File: src/rtl/hilo_muldiv_ctrl.sv
// hilo_muldiv_ctrl
// Multi-cycle multiply/divide sequencer for MULT, MULTU, DIV and DIVU.
// It latches the operands on start and iterates one bit per cycle while it
// holds the pipeline through stallreq. It then presents a single cycle of
// hi_we/lo_we/done along with the HI/LO result data.
//
// Ports
//   clk       : clock; all state changes on the rising edge
//   rst       : asynchronous active-high reset
//   start     : EX holds a mul/div instruction (sampled only in IDLE)
//   op        : 00 MULT, 01 MULTU, 10 DIV, 11 DIVU
//   src_a     : multiplicand / dividend
//   src_b     : multiplier / divisor
//   cancel    : flush of the owning instruction; abort without writing
//   stallreq  : pipeline stall request
//   busy      : state is not IDLE
//   done      : one-cycle result-valid pulse
//   hi_we     : HI write enable (with done)
//   lo_we     : LO write enable (with done)
//   hi_wdata  : product high half or remainder
//   lo_wdata  : product low half or quotient
module hilo_muldiv_ctrl #(
    parameter int WIDTH = 32
) (
    input  logic             clk,
    input  logic             rst,
    input  logic             start,
    input  logic [1:0]       op,
    input  logic [WIDTH-1:0] src_a,
    input  logic [WIDTH-1:0] src_b,
    input  logic             cancel,
    output logic             stallreq,
    output logic             busy,
    output logic             done,
    output logic             hi_we,
    output logic             lo_we,
    output logic [WIDTH-1:0] hi_wdata,
    output logic [WIDTH-1:0] lo_wdata
);

    localparam int CNT_W = $clog2(WIDTH);
    localparam logic [CNT_W-1:0] CNT_LAST = CNT_W'(WIDTH - 1);
    localparam logic [CNT_W-1:0] CNT_ONE  = CNT_W'(1);

    typedef enum logic [1:0] {
        ST_IDLE = 2'b00,
        ST_MUL  = 2'b01,
        ST_DIV  = 2'b10,
        ST_DONE = 2'b11
    } state_t;

    state_t               state;
    logic [CNT_W-1:0]     count;

    // multiply datapath
    logic [2*WIDTH-1:0]   acc;
    logic [2*WIDTH-1:0]   mcand;
    logic [WIDTH-1:0]     mplier;
    logic                 neg_prod;

    // divide datapath
    logic [WIDTH:0]       rem;
    logic [WIDTH-1:0]     quo;
    logic [WIDTH-1:0]     divisor;
    logic                 neg_quo;
    logic                 neg_rem;

    // result registers driving hi_wdata/lo_wdata
    logic [WIDTH-1:0]     hi_res;
    logic [WIDTH-1:0]     lo_res;

    // combinational helpers
    logic                 is_signed;
    logic                 sign_a;
    logic                 sign_b;
    logic [WIDTH-1:0]     abs_a;
    logic [WIDTH-1:0]     abs_b;
    logic [2*WIDTH-1:0]   acc_add;
    logic [2*WIDTH-1:0]   prod_final;
    logic [WIDTH:0]       shifted;
    logic [WIDTH+1:0]     diff;
    logic                 q_bit;
    logic [WIDTH:0]       rem_next;
    logic [WIDTH-1:0]     quo_next;
    logic [WIDTH-1:0]     quo_final;
    logic [WIDTH-1:0]     rem_final;

    // Operand magnitudes and the per-iteration shift-add / restoring-divide step
    always_comb begin
        is_signed  = ~op[0];
        sign_a     = is_signed & src_a[WIDTH-1];
        sign_b     = is_signed & src_b[WIDTH-1];
        // The most negative value negates to itself, and it reads correctly as the unsigned 2^(WIDTH-1)
        abs_a      = sign_a ? (~src_a + {{(WIDTH-1){1'b0}}, 1'b1}) : src_a;
        abs_b      = sign_b ? (~src_b + {{(WIDTH-1){1'b0}}, 1'b1}) : src_b;

        acc_add    = acc + (mplier[0] ? mcand : {(2*WIDTH){1'b0}});
        prod_final = neg_prod ? (~acc_add + {{(2*WIDTH-1){1'b0}}, 1'b1}) : acc_add;

        // Bring the next dividend bit into the partial remainder, then trial-subtract the divisor
        shifted    = {rem[WIDTH-1:0], quo[WIDTH-1]};
        diff       = {1'b0, shifted} - {2'b00, divisor};
        q_bit      = ~diff[WIDTH+1];
        rem_next   = q_bit ? diff[WIDTH:0] : shifted;
        quo_next   = {quo[WIDTH-2:0], q_bit};
        quo_final  = neg_quo ? (~quo_next + {{(WIDTH-1){1'b0}}, 1'b1}) : quo_next;
        rem_final  = neg_rem ? (~rem_next[WIDTH-1:0] + {{(WIDTH-1){1'b0}}, 1'b1})
                             : rem_next[WIDTH-1:0];
    end

    // Sequencer FSM together with its datapath and result registers
    always_ff @(posedge clk or posedge rst) begin
        if (rst) begin
            state    <= ST_IDLE;
            count    <= {CNT_W{1'b0}};
            acc      <= {(2*WIDTH){1'b0}};
            mcand    <= {(2*WIDTH){1'b0}};
            mplier   <= {WIDTH{1'b0}};
            neg_prod <= 1'b0;
            rem      <= {(WIDTH+1){1'b0}};
            quo      <= {WIDTH{1'b0}};
            divisor  <= {WIDTH{1'b0}};
            neg_quo  <= 1'b0;
            neg_rem  <= 1'b0;
            hi_res   <= {WIDTH{1'b0}};
            lo_res   <= {WIDTH{1'b0}};
        end else begin
            case (state)
                ST_IDLE: begin
                    if (start && !cancel) begin
                        count <= {CNT_W{1'b0}};
                        if (op[1] && (src_b == {WIDTH{1'b0}})) begin
                            // Divide by zero resolves immediately with fixed results
                            hi_res <= src_a;
                            lo_res <= {WIDTH{1'b1}};
                            state  <= ST_DONE;
                        end else if (op[1]) begin
                            rem     <= {(WIDTH+1){1'b0}};
                            quo     <= abs_a;
                            divisor <= abs_b;
                            neg_quo <= sign_a ^ sign_b;
                            neg_rem <= sign_a;
                            state   <= ST_DIV;
                        end else begin
                            acc      <= {(2*WIDTH){1'b0}};
                            mcand    <= {{WIDTH{1'b0}}, abs_a};
                            mplier   <= abs_b;
                            neg_prod <= sign_a ^ sign_b;
                            state    <= ST_MUL;
                        end
                    end else begin
                        state <= ST_IDLE;
                    end
                end
                ST_MUL: begin
                    if (cancel) begin
                        state <= ST_IDLE;
                    end else begin
                        acc    <= acc_add;
                        mcand  <= {mcand[2*WIDTH-2:0], 1'b0};
                        mplier <= {1'b0, mplier[WIDTH-1:1]};
                        count  <= count + CNT_ONE;
                        if (count == CNT_LAST) begin
                            hi_res <= prod_final[2*WIDTH-1:WIDTH];
                            lo_res <= prod_final[WIDTH-1:0];
                            state  <= ST_DONE;
                        end else begin
                            state <= ST_MUL;
                        end
                    end
                end
                ST_DIV: begin
                    if (cancel) begin
                        state <= ST_IDLE;
                    end else begin
                        rem   <= rem_next;
                        quo   <= quo_next;
                        count <= count + CNT_ONE;
                        if (count == CNT_LAST) begin
                            hi_res <= rem_final;
                            lo_res <= quo_final;
                            state  <= ST_DONE;
                        end else begin
                            state <= ST_DIV;
                        end
                    end
                end
                ST_DONE: begin
                    state <= ST_IDLE;
                end
                default: begin
                    state <= ST_IDLE;
                end
            endcase
        end
    end

    // stallreq rises in the start cycle itself so the instruction cannot leave EX early.
    // A cancel arriving in DONE must still suppress the write, so the enables are gated by cancel.
    assign stallreq = ((state == ST_IDLE) & start & ~cancel) | (state == ST_MUL) | (state == ST_DIV);
    assign busy     = (state != ST_IDLE);
    assign done     = (state == ST_DONE) & ~cancel;
    assign hi_we    = done;
    assign lo_we    = done;
    assign hi_wdata = hi_res;
    assign lo_wdata = lo_res;

endmodule

File: config.mk
export PLATFORM = sky130hd
export DESIGN_NAME = hilo_muldiv_ctrl
export DESIGN_NICKNAME = d
export VERILOG_FILES = /design/src/rtl/hilo_muldiv_ctrl.sv
export SDC_FILE = /design/constraint.sdc
export NUM_CORES = 1
export LEC_CHECK = 0
export ABC_CLOCK_PERIOD_IN_PS = 17150
export CELL_PAD_IN_SITES_DETAIL_PLACEMENT = 0
export CELL_PAD_IN_SITES_GLOBAL_PLACEMENT = 1
export CORE_AREA = 2 2 258 260
export CTS_BUF_LIST = sky130_fd_sc_hd__clkbuf_8
export DETAILED_ROUTE_END_ITERATION = 12
export DIE_AREA = 0 0 260 262
export GPL_TIMING_DRIVEN = 0
export PLACE_DENSITY_LB_ADDON = 0.1
export SYNTH_ARGS = -nofsm -noshare
export SYNTH_HDL_FRONTEND = slang
export SYNTH_SLANG_ARGS = --single-unit
File: constraint.sdc
create_clock -name clk -period 17.15 [get_ports clk]
set_input_delay 1.715 -clock clk [delete_from_list [all_inputs] [get_ports clk]]
set_output_delay 1.715 -clock clk [all_outputs]
set_load 0.02 [all_outputs]
* After elaboration in Yosys (flattened, before gate mapping)
Cells that the tools add are included.
** Storage, ports and cells
- Register bits after elaboration :: 330
- Input port bits :: 70
- Output and inout bits :: 69
- Word-level logic and storage cells :: 127
** Operators by class
- Add/sub/neg operators :: 8
- Equality and inequality tests :: 14
- Mux-type cells :: 57
- Bitwise operators :: 18
- Reduce and logical (&&, ||, !) cells :: 17
** Operator list (number)
- two-way mux 32 bit :: 29
- two-way mux 64 bit :: 10
- case mux 64 bit (2 select lines) :: 2
- case mux 32 bit (2 select lines) :: 3
- case mux 32 bit (3 select lines) :: 2
- adder 32 x 1 -> 32 bit, second input constant :: 4
- inverter 32 bit :: 4
- adder 64 x 1 -> 64 bit, second input constant :: 1
- adder 64 bit :: 1
- inverter 64 bit :: 1
- subtractor 33 x 32 -> 34 bit :: 1
- logical NOT 32 bit :: 1
- inequality test 2 bit, second input constant :: 10
- two-way mux 2 bit :: 6
- two-way mux 5 bit :: 2
- case mux 5 bit (2 select lines) :: 1
- AND reduction 5 bit :: 2
- case mux 2 bit (4 select lines) :: 1
- AND reduction 4 bit :: 2
- nonzero test 2 bit :: 4
- AND reduction 7 bit :: 1
- adder 5 x 1 -> 5 bit, second input constant :: 1
- AND 1 bit :: 5
- == test 5 bit, second input constant :: 1
- 12 further kinds :: 19

* Longest topological paths before layout
Gate-level depths: netlist of run 1.
- Depth in word-level cells :: 8
- Mapped depth :: 22

* Worst setup path before layout of run 1
Ideal clock, no wire load.
- Path type :: flip-flop to flip-flop
- Start :: reg rem[0]
- End :: reg hi_res[26] (netlist: hi_wdata[26])
- Setup time :: 129 ps
- Data arrival time :: 5616 ps
- Required time :: 17021 ps
- Path slack :: 11406 ps
- Stages on the path, launching flop included :: 20
- Cells stage by stage :: dfrtp_1 ha_1 nor2b_1 o2111ai_1 a2111oi_4 o311ai_1 nand2_1 clkbuf_1 clkbuf_1 clkbuf_1 mux2i_1 ha_1 nand4_1 or4_1 o32a_1 or4b_1 o21ai_1 xor2_1 a221oi_1 a21oi_1
** Between the ends
- Word-level cells in the longest chain between the ends :: 8
** Ends and longest elaborated chain
- from (decl) :: line 62 : logic [WIDTH:0] rem;
- from (signal assigned) :: line 120 : rem <= {(WIDTH+1){1'b0}};
- from (signal assigned) :: line 138 : rem <= {(WIDTH+1){1'b0}};
- from (signal assigned) :: line 176 : rem <= rem_next;
- subtractor 33 x 32 -> 34 bit :: line 102 : diff = {1'b0, shifted} - {2'b00, divisor};
- two-way mux 32 bit * :: line 104 : rem_next = q_bit ? diff[WIDTH:0] : shifted;
- inverter 32 bit :: line 107 : rem_final = neg_rem ? (~rem_next[WIDTH-1:0] + {{(WIDTH-1){1'b0}}, 1'b1})
- adder 32 x 1 -> 32 bit :: line 107
- two-way mux 32 bit * :: line 107
- two-way mux 32 bit * :: line 179 : if (count == CNT_LAST) begin
- two-way mux 32 bit * :: line 173 : if (cancel) begin
- case mux 32 bit (3 select lines) * :: line 128 : case (state)
- to (signal assigned) :: line 125 : hi_res <= {WIDTH{1'b0}};
- to (signal assigned) :: line 134 : hi_res <= src_a;
- to (signal assigned) :: line 180 : hi_res <= rem_final;
- to (decl) :: line 69 : logic [WIDTH-1:0] hi_res;
Mark *: on every way between the ends. The rest lies on a longest branch, timed or not. The select of a mux whose other input is x is not followed.
A chain may end at the register's enable or synchronous reset.

* Worst setup path in the final report of run 1
Same ends and word-level chain as after synthesis.

==> results of run 1 <==
==> area by class of cell <==
| type | count | area, µm² | share of cell area |
|---|---|---|---|
| diodes | 2 | 5.00 | 0.000168 |
| plain buffers | 200 | 783 | 0.0263 |
| clock buffers | 83 | 1140 | 0.0384 |
| clock inverters | 37 | 224 | 0.00752 |
| inverters | 101 | 387 | 0.0130 |
| multi-input cells | 2583 | 16400 | 0.552 |
| flip-flops and latches | 330 | 8260 | 0.277 |
| well taps | 864 | 1080 | 0.0363 |
| repair buffers | 141 | 1450 | 0.0486 |
==> layer usage <==
layer | vias to the layer above | routed length, µm
met5 | - | 57
met4 | 10 | 5980
met3 | 242 | 6690
met2 | 1019 | 53100
met1 | 12935 | 47700
li1 | 12258 | -
==> worst max-delay path, cell delays in order, from the launching register on <==
cell and delay, ps:
dfrtp_1 480, ha_1 320, nor2b_1 180, o2111ai_1 350, a2111oi_4 620, o311ai_1 290
nand2_1 280, clkbuf_1 630, clkbuf_1 530, clkbuf_1 700, mux2i_1 410, ha_1 330
nand4_1 130, or4_1 550, o32a_1 480, or4b_1 610, o21ai_1 190, xor2_1 110
a221oi_1 280, a21oi_1 110
==> cell usage after synthesis, drive strengths merged (8+ instances only) <==
cell / n
o21a: 23
a211oi: 29
a21boi: 8
xnor2: 134
and2: 77
ha: 108
inv: 98
or3: 34
o211ai: 25
o41ai: 18
xor2: 95
and4: 8
nor3b: 8
dfrtp: 330
nand3b: 11
nor2: 222
nand4: 57
o21ai: 352
or2: 18
o22ai: 8
a2111oi: 8
a221oi: 37
o31ai: 49
o31a: 14
o211a: 10
nand3: 76
clkbuf: 163
mux2i: 53
o21bai: 12
or4: 30
a21oi: 209
nor4: 25
a22oi: 66
nand2: 384
a22o: 72
and3: 10
a41oi: 9
a31oi: 34
a221o: 9
nand2b: 28
a21o: 37
nor2b: 12
nor3: 84
buf: 37
==> sequential cells by signal (all words and copies together), names as in the netlist <==
register and count:
acc 64, count 5, divisor 32, hi_wdata 32
lo_wdata 32, mcand 64, mplier 32, neg_prod 1
neg_quo 1, neg_rem 1, quo 32, rem 32
state 2
==> worst max-delay path by stage <==
stage	startpoint	end	slack, ps
after CTS	rem[0]	hi_wdata[26]	9430
final	rem[0]	hi_wdata[26]	9410
after global placement	rst	acc[5]	1780
after floorplan	rst	acc[0]	6300
after global routing	rem[0]	hi_wdata[26]	9060
after detailed placement	rem[0]	hi_wdata[26]	9470
==> per-stage QoR <==
step                power, W  setup WS, ps
global placement     0.00305          1780
floorplan            0.00232          6300
finish               0.00395          9410
global route         0.00417          9060
CTS                  0.00393          9430
detailed placement   0.00307          9470
==> report_power, final <==
part / switching (W) / total [W] / leakage, nW / internal [W]
Combinational: 0.00123 / 0.00193 / 7.64 / 0.000698
Clock: 0.000396 / 0.000852 / 0.786 / 0.000456
Sequential: 0.000202 / 0.00117 / 4.24 / 0.000968
==> kinds of logic (layout without fill, tap and decap cells) <==
group           after synthesis  after routing
mux                          56             56
simple gates               1102           1102
buf+inv                     301            562
flops                       330            330
compound gates             1086           1086
fa+ha+maj                   110            110
other cells                   0              2
xor+xnor                    229            229
==> results.tsv, run 1 <==
stage	metric	value	unit
critical_path	r2r-end	hi_wdata[26]	
route	first_iter_violations	2490	
die	die_h	262	µm
global_routing	gr-usage-met3	0.0450	
yosys	synth-edff-count	0	
clock_tree	cts_setup_buffers	0	
clock_tree	cts_buffer_depth	3	
finish	finish.utilization	0.456	
yosys	synth_area	25900	µm²
hold_path	min_to	divisor[16]	
global_routing	grt_usage	0.329	
critical_path	worst-endpoint-arrival	8260	ps
route	wire_per_inst	26.1	µm
placed_design	io_buffers	138	
critical_path	rr_worst_depth	19	
placed_design	dp.cells	4219	
finish	area_growth	15.1	%
critical_path	r2r-start	rem[0]	
sta	worst_slew_pin_slew	1310	ps
hold_path	worst_hold_startpoint	divisor[16]	
global_routing	grtUsageMet2	0.549	
route	antenna_left	0	
yosys	synth_compound_area_frac	0.274	
finish	final_common_cell	nand2_1	
yosys	ys_types	96	
placed_design	dpl.hpwl	91500	µm
clock_tree	tritoncts	done	
clock_tree	insertion_delay	670	ps
yosys	syn_nets	3394	
critical_path	endpoint_kind	register	
hold_path	whs_path_depth	2	
sta	setup_tns	0	ps
sta	hold_viol	0	
finish	final_cell_mix	384 x nand2_1, 335 x o21ai_0, 330 x dfrtp_1	
clock_tree	htree_levels	3	
sta	rsz0062_at_grt	no	
global_routing	grt_max_degree	119	
yosys	yosysWarnings	0	
sta	max_freq	129	MHz
yosys	synth_top_cell_area_share	0.319	
hold_path	hp-class	reg -> reg	
finish	fillers	6612	
critical_path	start_kind	register	
yosys	synth_top_family_by_area	compound AO/OA/AOI/OAI gates	
die	core	65300	µm²
yosys	synth_xor_area_frac	0.0775	
route	drt-vias-per-instance	6.10	
flow_run	timing.max_cap.violations	0	
sta	fin_crit	7740	ps
die	die_w	260	µm
yosys	netlist_instances	3214	
yosys	synth_top_cells_by_area	dfrtp_1 32%, o21ai_0 6.5%, nand2_1 5.6%	
global_routing	gr-total-overflow	0	
sta	whs	479	ps
die	fp-row-count	94	
die	io_pins	139	
route	wl	113000	µm
critical_path	cp_data_required_time	17670	ps
finish	nets	3603	
clock_tree	ctsResizeCount	0	
power_and_ir_drop	irDropWorstVdd	57.8	µV
route	dr.pass1.iters	7	
route	drc	0	
yosys	synth-seq-cells	330	
global_routing	grt_util_met1	0.418	
global_routing	antenna_found_initial	8	
die	start_util	0.396	
status	status	finished clean	
sta	relSlewSlack	0.102	
yosys	synthAdderAreaFrac	0.0538	
power_and_ir_drop	power.leakage	12.7	nW
die	dieArea	68100	µm²
yosys	yosysSeqAreaShare	0.319	
clock_tree	cts_hold_buf	0	
yosys	postSynthAreaPerCell	8.05	µm²
sta	skew	43.6	ps
clock_tree	cts_root_buffer	clkbuf_8	
critical_path	worstSetupPathType	reg -> reg	
critical_path	rrSetupSlack	9410	ps
route	dr_total_vias	26464	
finish	drive_gt1_frac	0.0524	
power_and_ir_drop	p_per_area	133	nW/µm²
global_routing	grt_first_pass_wirelength	166000	µm
finish	final_area	29800	µm²
sta	final-setup-viol-count	0	
yosys	synthFlopType	dfrtp_1	
sta	slew_violations	0	
placed_design	place_area	28400	µm²
yosys	muxShareOfSynthArea	0.0218	
sta	fin_crit_sh	0.451	
global_routing	grt_pass1_vias	26043	
finish	instances_no_fill	4341	
yosys	synth-simple-area-share	0.209	
placed_design	place_congestion	0.938	
yosys	synth_area_leader_cell	dfrtp_1	
clock_tree	numCtsBuffers	66	
yosys	postSynth.asyncResetShare	1.00	
critical_path	cp_max_fo	10	
clock_tree	clock_sinks	330	
clock_tree	cts.clk_slew.worst_paths	60	ps
global_routing	top_usage_layer	met2	
(Power assumes the default switching activity.)
==> run 2: changes to the inputs <==
- ABC_CLOCK_PERIOD_IN_PS: 17150 -> 7000
- clock period: 17.15 -> 7 ns (I/O delays scaled with it)
==> run 2 against run 1 <==
Register-to-register slack worse by 9100 ps; sequential power is 150% higher; die area stayed put; critical endpoint unchanged; highest routed layer unchanged.
==> results.tsv, run 2 (same netlist as run 1, synthesis figures left out) <==
stage	metric	value	unit
global_routing	grt_pass1_vias	25776	
critical_path	worst_setup_path_endpoint	hi_wdata[26]	
sta	whs	480	ps
sta	max_freq	149	MHz
critical_path	path_buf_inv	3	
hold_path	whs_path_depth	2	
route	first_iter_violations	2317	
sta	setup_slack	283	ps
critical_path	startpoint	rem[7]	
clock_tree	cts_root_buffer	clkbuf_8	
critical_path	crit_chain	ha_1 -> clkbuf_1 -> nand4_1 -> a2111oi_4 -> o311ai_2 -> nand2_1 -> clkbuf_4 -> clkbuf_2 -> mux2i_1 -> ha_1 -> nand4_1 -> or4_1 -> o32a_1 -> or4b_1 -> o21ai_1 -> xor2_1 -> a221oi_1 -> a21oi_1	
finish	fillers	6647	
route	dr_total_vias	26521	
critical_path	worst-endpoint-arrival	7240	ps
sta	fin_crit	6720	ps
power_and_ir_drop	power.leakage	12.7	nW
route	dr.pass1.iters	7	
die	die_h	262	µm
sta	final-setup-viol-count	0	
die	io_pins	139	
critical_path	rr_worst_depth	18	
sta	hold_viol	0	
clock_tree	htree_levels	3	
power_and_ir_drop	netSwitchingFraction	0.465	
critical_path	path_delay_family	simple AND/OR/NAND/NOR gates	
finish	final_cell_mix	384 x nand2_1, 334 x o21ai_0, 329 x dfrtp_1	
finish	instances_no_fill	4336	
finish	largestRegisters	acc x64, mcand x64	
global_routing	grt_first_pass_wirelength	167000	µm
finish	drive_gt1_frac	0.0542	
power_and_ir_drop	p_per_area	322	nW/µm²
finish	nets	3610	
route	drt-met1-wl	48100	µm
critical_path	endpoint_kind	register	
power_and_ir_drop	clkPwrFrac	0.209	
clock_tree	cts_hold_buf	0	
clock_tree	cts_setup_buffers	0	
clock_tree	insertion_delay	680	ps
finish	multiInputGateArea	16500	µm²
die	core	65300	µm²
flow_run	timing.max_cap.violations	0	
critical_path	crit_cells	18	
placed_design	pre_cts_ws	-736	ps
route	met2WireLength	53800	µm
critical_path	critPathMaxStageDelay	620	ps
global_routing	grt_usage	0.328	
clock_tree	tritoncts	done	
placed_design	place_congestion	0.953	
power_and_ir_drop	p_seq_frac	0.300	
route	antenna_left	0	
route	drc	0	
route	drt-vias-per-instance	6.12	
clock_tree	cts.clk_slew.worst_paths	60	ps
global_routing	gr-total-overflow	0	
sta	skew	40.0	ps
global_routing	antenna_found_initial	6	
critical_path	cp_slowest_cell	or4b_1	
route	routed-wl-met3	6030	µm
global_routing	grt_max_degree	44	
sta	relSlewSlack	0.129	
finish	register_area	8260	µm²
critical_path	cp_max_fo	19	
critical_path	rrSetupSlack	280	ps
route	wl	114000	µm
placed_design	dpl.hpwl	92100	µm
route	wire_per_inst	26.2	µm
status	status	finished clean	
finish	final_common_cell	nand2_1	
power_and_ir_drop	p_int	0.00514	W
placed_design	dp.cells	4226	
sta	fin_crit_sh	0.960	
sta	slew_violations	0	
critical_path	worstSetupPathType	reg -> reg	
die	fp-row-count	94	
clock_tree	numCtsBuffers	68	
sta	worst_slew_pin_slew	1310	ps
sta	rsz0062_at_grt	no	
placed_design	io_buffers	138	
power_and_ir_drop	p_comb_frac	0.491	
critical_path	r2r-start	rem[7]	
die	start_util	0.396	
die	dieArea	68100	µm²
hold_path	hp-class	reg -> reg	
die	die_w	260	µm
route	highest_layer	met5	
clock_tree	clock_sinks	330	
critical_path	start_kind	register	
sta	setup_tns	0	ps
power_and_ir_drop	irDropWorstVdd	148	µV
clock_tree	cts_buffer_depth	3	
critical_path	r2r-end	hi_wdata[26]	
finish	area_growth	15.3	%
critical_path	cp_data_required_time	7530	ps
power_and_ir_drop	power.switching	0.00447	W
==> run 2: stage by stage <==
| stage | power (W) | util | instance area (µm²) |
|---|---|---|---|
| after floorplan | 0.00570 | - | 25900 |
| after global placement | 0.00746 | 0.434 | 28300 |
| after detailed placement | 0.00752 | 0.437 | 28500 |
| after CTS | 0.00955 | 0.457 | 29800 |
| after global routing | 0.0101 | 0.457 | 29800 |
| final | 0.00961 | 0.457 | 29800 |
==> run 2: worst min-delay path by stage <==
| stage | from | endpoint |
|---|---|---|
| floorplan | divisor[10] | divisor[10] |
| global placement | divisor[31] | divisor[31] |
| detailed placement | divisor[13] | divisor[13] |
| CTS | divisor[18] | divisor[18] |
| global route | mcand[26] | mcand[27] |
| finish | divisor[13] | divisor[13] |
==> run 2: worst min-delay path, delay by kind of cell, from the launching register on <==
family          cells  cell delay (ps)
simple gates        1               50
compound gates      1               60
flops               1              340
==> run 2: metal layers <==
metal / vias to the layer above / global-route usage
li1: 12235 / -
met1: 12998 / 0.421
met2: 1020 / 0.549
met3: 258 / 0.0403
met4: 10 / 0.159
met5: - / 0
==> run 2: power by group through the flow <==
stage	sequential (W)	combinational [W]	clock, W
2_1_floorplan	0.00290	0.00280	0
3_3_place_gp	0.00287	0.00459	0
3_5_place_dp	0.00288	0.00464	0
4_1_cts	0.00286	0.00465	0.00204
5_1_grt	0.00292	0.00509	0.00212
6_report	0.00289	0.00472	0.00201
==> run 2: area by class of cell <==
type / instances / share of cell area
plain buffers: 198 / 0.0262
inverters: 101 / 0.0128
multi-input cells: 2583 / 0.552
flip-flops and latches: 330 / 0.277
diodes: 1 / 0.0000839
well taps: 864 / 0.0362
clock buffers: 78 / 0.0360
clock inverters: 33 / 0.00688
repair buffers: 148 / 0.0525
==> run 2: what timing repair did <==
action | CTS | global route
endpoints found under the setup margin | 20 | 31
cloned | 0 | 0
gates resized for setup | 3 | 10
